$ cat src/rtl/mmio_ctrl.sv
// Memory-mapped I/O controller: two ports sharing one address map, with output
// registers and debounced switch inputs with edge flags and interrupt.
module mmio_ctrl #(
    parameter int WIDTH    = 16,
    parameter int ADDRBITS = 10,
    parameter int NOUT     = 2,
    parameter int NSW      = 10,
    parameter int DEBOUNCE = 4
) (
    input  logic                  clk,
    input  logic                  reset,
    input  logic [ADDRBITS-1:0]   addr_a,
    input  logic [ADDRBITS-1:0]   addr_b,
    input  logic [WIDTH-1:0]      wd_a,
    input  logic [WIDTH-1:0]      wd_b,
    input  logic                  we_a,
    input  logic                  we_b,
    input  logic [WIDTH-1:0]      memq_a,
    input  logic [WIDTH-1:0]      memq_b,
    input  logic [NSW-1:0]        switches,
    output logic [WIDTH-1:0]      rdata_a,
    output logic [WIDTH-1:0]      rdata_b,
    output logic [NOUT*WIDTH-1:0] outregs,
    output logic                  irq
);

    localparam int               CNT_W       = (DEBOUNCE > 1) ? $clog2(DEBOUNCE) : 1;
    localparam logic [CNT_W-1:0] CNT_LAST    = CNT_W'(DEBOUNCE - 1);
    localparam logic [3:0]       OFF_SW_DATA = 4'd8;
    localparam logic [3:0]       OFF_SW_EDGE = 4'd9;
    localparam logic [3:0]       OFF_IRQ_EN  = 4'd10;

    logic             io_a, io_b, wr_a, wr_b;
    logic [3:0]       off_a, off_b;
    logic [WIDTH-1:0] out_q [NOUT];
    logic [WIDTH-1:0] out_d [NOUT];
    logic [NSW-1:0]   sync1_q, sync1_d, sync2_q, sync2_d;
    logic [NSW-1:0]   deb_q, deb_d, sw_edge_q, sw_edge_d, irq_en_q, irq_en_d;
    logic [NSW-1:0]   clr_mask;
    logic [CNT_W-1:0] cnt_q, cnt_d;
    logic             irq_q, irq_d;
    logic             sel_a_q, sel_a_d, sel_b_q, sel_b_d;
    logic [3:0]       off_a_q, off_a_d, off_b_q, off_b_d;
    logic [WIDTH-1:0] view [16];
    logic             unused_addr;

    // Upper address bits inside I/O space are don't-care, so the map aliases.
    assign io_a        = (addr_a[ADDRBITS-1 -: 2] == 2'b11);
    assign io_b        = (addr_b[ADDRBITS-1 -: 2] == 2'b11);
    assign off_a       = addr_a[3:0];
    assign off_b       = addr_b[3:0];
    assign wr_a        = we_a & io_a;
    assign wr_b        = we_b & io_b;
    assign unused_addr = ^{addr_a, addr_b};

    always_comb begin
        sync1_d = switches;
        sync2_d = sync1_q;
        deb_d   = deb_q;
        cnt_d   = '0;
        // One shared counter: any mismatch run of DEBOUNCE edges is accepted.
        if (sync2_q != deb_q) begin
            if (cnt_q == CNT_LAST) begin
                deb_d = sync2_q;
            end else begin
                cnt_d = cnt_q + 1'b1;
            end
        end
    end

    always_comb begin
        for (int k = 0; k < NOUT; k++) begin
            out_d[k] = out_q[k];
            if (wr_b && off_b == 4'(k)) out_d[k] = wd_b;
            if (wr_a && off_a == 4'(k)) out_d[k] = wd_a;
        end
        irq_en_d = irq_en_q;
        if (wr_b && off_b == OFF_IRQ_EN) irq_en_d = wd_b[NSW-1:0];
        if (wr_a && off_a == OFF_IRQ_EN) irq_en_d = wd_a[NSW-1:0];
        clr_mask = '0;
        if (wr_a && off_a == OFF_SW_EDGE) begin
            clr_mask = wd_a[NSW-1:0];
        end else if (wr_b && off_b == OFF_SW_EDGE) begin
            clr_mask = wd_b[NSW-1:0];
        end
        // A new rising edge beats a simultaneous write-1-to-clear.
        sw_edge_d = (sw_edge_q & ~clr_mask) | (deb_d & ~deb_q);
        irq_d     = |(sw_edge_d & irq_en_d);
        sel_a_d   = io_a;
        sel_b_d   = io_b;
        off_a_d   = off_a;
        off_b_d   = off_b;
    end

    always_ff @(posedge clk or negedge reset) begin
        if (!reset) begin
            for (int k = 0; k < NOUT; k++) out_q[k] <= '0;
            sync1_q   <= '0;
            sync2_q   <= '0;
            deb_q     <= '0;
            cnt_q     <= '0;
            sw_edge_q <= '0;
            irq_en_q  <= '0;
            irq_q     <= 1'b0;
            sel_a_q   <= 1'b0;
            sel_b_q   <= 1'b0;
            off_a_q   <= '0;
            off_b_q   <= '0;
        end else begin
            for (int k = 0; k < NOUT; k++) out_q[k] <= out_d[k];
            sync1_q   <= sync1_d;
            sync2_q   <= sync2_d;
            deb_q     <= deb_d;
            cnt_q     <= cnt_d;
            sw_edge_q <= sw_edge_d;
            irq_en_q  <= irq_en_d;
            irq_q     <= irq_d;
            sel_a_q   <= sel_a_d;
            sel_b_q   <= sel_b_d;
            off_a_q   <= off_a_d;
            off_b_q   <= off_b_d;
        end
    end

    always_comb begin
        for (int i = 0; i < 16; i++) view[i] = '0;
        for (int k = 0; k < NOUT; k++) view[k] = out_q[k];
        view[OFF_SW_DATA] = WIDTH'(deb_q);
        view[OFF_SW_EDGE] = WIDTH'(sw_edge_q);
        view[OFF_IRQ_EN]  = WIDTH'(irq_en_q);
    end

    // Read data is forced low while reset is held, even though memq is external.
    assign rdata_a = !reset ? '0 : (sel_a_q ? view[off_a_q] : memq_a);
    assign rdata_b = !reset ? '0 : (sel_b_q ? view[off_b_q] : memq_b);
    assign irq     = irq_q;

    for (genvar k = 0; k < NOUT; k++) begin : g_out
        assign outregs[k*WIDTH +: WIDTH] = out_q[k];
    end

endmodule

$ cat config.mk
export PLATFORM = sky130hd
export DESIGN_NAME = mmio_ctrl
export DESIGN_NICKNAME = d
export VERILOG_FILES = /design/src/rtl/mmio_ctrl.sv
export SDC_FILE = /design/constraint.sdc
export NUM_CORES = 1
export LEC_CHECK = 0
export ABC_CLOCK_PERIOD_IN_PS = 3710
export BUFFER_PORTS_ARGS = -buffer_cell sky130_fd_sc_hd__buf_4
export CORE_MARGIN = 2
export CORE_UTILIZATION = 35
export CTS_BUF_LIST = sky130_fd_sc_hd__clkbuf_8 sky130_fd_sc_hd__clkbuf_16
export DETAILED_ROUTE_END_ITERATION = 8
export SYNTH_ARGS = -nofsm -noshare
export SYNTH_HDL_FRONTEND = slang
export SYNTH_SLANG_ARGS = --single-unit
export TNS_END_PERCENT = 50
$ cat constraint.sdc
create_clock -name clk -period 3.71 [get_ports clk]
set_input_delay 0 -clock clk [delete_from_list [all_inputs] [get_ports clk]]
set_output_delay 0 -clock clk [all_outputs]
set_load 0.01 [all_outputs]
## After elaboration in Yosys (flattened, before gate mapping)

Index checks and enable logic that the tools add are counted.

- Output and inout port bits: 65
- Input port bits: 98
- Word-level logic and storage cells: 71
- Flip-flop bits (word level): 95

- Reduce and logical (&&, ||, !) cells: 13
- Order comparisons: 2
- $add $sub $neg: 1
- Equality and inequality tests: 10
- Muxes and demuxes: 22
- Bitwise gates (word level): 10

Operator list:

| operator | count |
|---|---|
| $mux W16 | 12 |
| $bmux W16 S4 | 2 |
| $mux W10 | 6 |
| $and A10 B10 Y10 | 3 |
| $not A10 Y10 | 2 |
| $eq A4 B4 Y1 const B | 4 |
| $ge A5 B5 Y1 const B | 2 |
| $ne A10 B10 Y1 | 1 |
| $not A4 Y5 | 2 |
| $or A10 B10 Y10 | 1 |
| $reduce_or A10 Y1 | 1 |
| $eq A4 B1 Y1 const B | 2 |
| $logic_and A1 B1 Y1 | 8 |
| $logic_not A4 Y1 | 2 |
| $eq A2 B2 Y1 const B | 3 |
| $mux W2 | 2 |
| $reduce_bool A2 Y1 | 2 |
| $add A2 B1 Y2 const B | 1 |
| $and A1 B1 Y1 | 2 |

## Longest topological paths before layout

- Depth in word-level cells: 10
- Gate-level depth with buffers: 8
- Depth with buffers taken out: 7

## Least setup slack after synthesis

Ideal clock, no wire load.

- Kind: register -> output
- Start: register off_a_q[0]
- End: output port rdata_a[8]
- Buffers on the path: 2
- Slack: 2.172 ns
- Cell stages (with the launch flop): 7
- Arrival time: 1.538 ns
- Required time: 3.710 ns
- Cell sequence: dfrtp_1 -> buf_2 -> buf_2 -> mux2_2 -> a22oi_1 -> o22ai_1 -> and2_1

- Cells in the longest elaborated chain, start to end: 6

RTL lines:

| element | line | RTL |
|---|---|---|
| from (decl) | 43 | `logic [3:0] off_a_q, off_a_d, off_b_q, off_b_d;` |
| from (signal assigned) | 107 | `off_a_q <= '0;` |
| from (signal assigned) | 120 | `off_a_q <= off_a_d;` |
| $not A4 Y5 (not written as such) | 134 | `assign rdata_a = !reset ? '0 : (sel_a_q ? view[off_a_q] : memq_a);` |
| $bmux W16 S4 | 134 |  |
| $mux W16 (not written as such) (2 in series) | 134 |  |
| $mux W16 (2 in series) | 134 |  |
| to (decl) | 21 | `output logic [WIDTH-1:0] rdata_a,` |

No other way between the ends. The select of a mux whose other input is x is not followed.

## Worst setup path in the final report

- Start: register off_b_q[0]
- End: output port rdata_b[0]

- Cells in the longest elaborated chain, start to end: 6

RTL lines:

| element | line | RTL |
|---|---|---|
| from (decl) | 43 |  |
| from (signal assigned) | 108 | `off_b_q <= '0;` |
| from (signal assigned) | 121 | `off_b_q <= off_b_d;` |
| $not A4 Y5 (not written as such) | 135 | `assign rdata_b = !reset ? '0 : (sel_b_q ? view[off_b_q] : memq_b);` |
| $bmux W16 S4 | 135 |  |
| $mux W16 (not written as such) (2 in series) | 135 |  |
| $mux W16 (2 in series) | 135 |  |
| to (decl) | 22 | `output logic [WIDTH-1:0] rdata_b,` |

No other way between the ends. The select of a mux whose other input is x is not followed.

==> impl_results.md <==
- Placed Area: ~7000 µm²
- N_diodes: 0
- DR vias/cell: 5.16
- Crit share post-route: 76.2%
- Synth Register Bits: 95
- VDD IR max: 0.210 mV
- Tmin final: about 2.8 ns
- Synth Area per Inst: 9.27 µm²
- Max-slew violations: 0
- First-pass detailed-route iteration total: 5
- Clock sinks: 95
- Setup violations, final: 0
- Post-synth EDFFs: 0
- First-pass GRT wire length: between 20 and 30 mm
- Final Net Count: 900
- Number of buffers added on ports: 154
- Pint: 2300 µW
- Net count after synthesis: 708
- PwrDens: 434 nW/µm²
- Number of library cell types mapped by synthesis: 53
- Startpoint Class: register
- Initial antenna violation count: 0
- CTS tree: done
- Commonest non-fill, non-tap cell in the layout: buf_4
- Switching power total: 1100 µW
- Yosys warning total: 0
- H-tree depth: 3
- Max Clock Freq: roughly 0.35 GHz
- DR WL/cell: 17.9 µm
- Pwr Total: approximately 3400 µW
- Finished Cell Area: a little under 8000 µm²
- Synth Instances: 609
- HP Class: input port to register
- Post-synth top flop: dfrtp_1
- Clk root buf: clkbuf_16
- Post-synth ARST share: 100%
- Die Width: roughly 130 µm
- Seq/Total Area, Yosys: 42.1%
- Worst endpoint required time: 3.71 ns
- DP HPWL: 13.6 mm
- TNS Setup: 0 ns
- Share of layout cells above drive strength 1: a little over a quarter
- Unrepaired setup endpoints after global routing: no
- GRT Total Usage: 21.3%
- Status: complete, no violations
- Switching part of the total: around 32%
- Clk pwr share: 27.3%
- Commonest non-fill, non-tap cells in the layout: buf_4, dfrtp_1, mux2i_1
- Post-CTS setup repair buffer count: 0
- Final Hold Fails: 0
- Yosys top cell by area: dfrtp_1
- # DRC: 0
- Fin util: 49.5%
- Critical path peak fanout: 18
- Worst-case clock buffer depth: 2
- Total gr overflow: 0
- DR top layer: met4
- Std-Cell Rows: 46
- TritonCTS Buffers: 9
- DR vias: 5268
- Die height: 131 µm
- Pre-CTS WS: ~1.3 ns
- Slew @ Worst Pin: 1.03 ns
- Top area cells in the synthesized netlist: dfrtp_1, mux2i_1, o21ai_0
- PnR worst setup slack: 0.883 ns
- Largest net degree at the start of global routing: 89
- I/O pin total: 163
- Critical Path AT: 2.83 ns
- Kind of critical path: register to primary output
- Core area: 15800 µm²
- Gpl congestion: approximately 0.94
- Layout area overhead: 38.8%
- Mapped Area: 5640 µm²
- Top-area cell type share of the netlist area: 42.1%
- PostCTS Resize Cnt: 0
- Antenna Nets Post-Route: 0
- Die area: 17200 µm²
- Combinational power share: 29.4%
- Clock transition at path regs: approximately 0.070 ns
- Slew headroom: 31.4%
- Hold_buf cts: ~60
- Met3 routed WL: roughly 1.5 mm
- Post-Route WL: approximately 18 mm
- First DRT Iteration DRCs: ~330
- Leak: 0.00369 µW
- Metal2 WL: 8.57 mm
- Number of global-route vias before repair: 5193
- Seq pwr share: 43.3%
- Setup Skew: 0.0101 ns
- Metal-1 WL: 7.95 mm
- Clk_lat worst skew: 0.35 ns
- Initial core utilization: 35.7%
- Max-cap viol count: 0
- Nature of the critical path endpoint: primary output
-- critical path: stages (launching register included) --
cell	delay, ns
dfrtp_1	1.02
buf_4	0.36
mux2_2	0.37
a22oi_1	0.27
o22ai_1	0.12
and2_1	0.19
buf_4	0.14
-- flip-flops by register name, indices dropped and copies added, names as in the netlist --
signal and flops:
sw_edge_q 10, outregs 32, sel_b_q 1, deb_q 10, off_b_q 4, sync2_q 10, sync1_q 10, cnt_q 2
irq_en_q 10, irq 1, sel_a_q 1, off_a_q 4
-- routing by layer --
layer	vias up	global-route usage (%)
li1	2532	-
met4	0	7.70
met1	2491	27.6
met5	-	0
met3	23	3.95
met2	222	35.8
-- per-stage QoR --
stage	std cells	hold slack, ns
5_1_grt	1021	0.0252
3_3_place_gp	945	0.111
4_1_cts	1021	0.00603
3_5_place_dp	945	0.111
6_report	1021	0.0190
2_1_floorplan	609	-0.296
-- final cells by class --
type                            instances  area [µm²]
Clock buffer                            9         225
Clock inverter                          6        63.8
Fill cell                            1446        7990
Inverter                               46         173
Multi-Input combinational cell        428        2910
Sequential cell                        95        2380
Tap cell                              216         270
Timing Repair Buffer                  221        1810
-- cell usage after synthesis, types with 2 or more instances --
cell	number
o21ai_0	50
nand3b_1	4
buf_1	2
dfrtp_1	95
and2_1	34
nor4_1	2
o22ai_1	34
nand3_1	10
a31o_2	3
a22oi_1	21
nor2b_1	3
o211ai_1	4
nand2b_1	5
nand4_1	10
a21oi_1	21
buf_6	2
buf_2	11
buf_4	2
clkbuf_1	23
nor3_1	6
mux2i_1	71
mux2_2	19
and4b_1	2
nand4b_4	2
xor2_1	2
xnor2_1	8
nand2_1	56
nor2_1	33
inv_1	46
a31oi_1	5
-- path summary, 6_finish.rpt --
| path | start | to | slack (ns) | cells past startpoint |
|---|---|---|---|---|
| hold reg to reg | sync1_q[8] | sync2_q[8] | 0.35 | 0 |
| min in group asynchronous | reset | sync1_q[4] | 0.32 | 2 |
| hold / removal | wd_b[5] | outregs[5] | 0.02 | 3 |
| max in group asynchronous | reset | irq_en_q[7] | 2.32 | 3 |
| setup / recovery | off_b_q[0] | rdata_b[0] | 0.88 | 6 |
| setup reg to reg | cnt_q[0] | irq | 1.90 | 6 |
-- cells by family after synthesis --
kind of cell / count (synthesis) / share of synthesized area [%]
buf+inv: 86 / 6.36
simple gates: 181 / 17.6
mux: 90 / 16.4
flops: 95 / 42.1
xor+xnor: 10 / 1.55
compound gates: 146 / 15.8
fa+ha+maj: 1 / 0.222
-- power groups by stage --
stage | clock network [µW] | logic (µW) | registers, µW
6_report | 928 | 1000 | 1480
5_1_grt | 997 | 1090 | 1500
4_1_cts | 952 | 1000 | 1470
3_5_place_dp | 0 | 923 | 1490
3_3_place_gp | 0 | 903 | 1470
2_1_floorplan | 0 | 502 | 1430
Note: power is estimated with default switching activity, not from simulation.
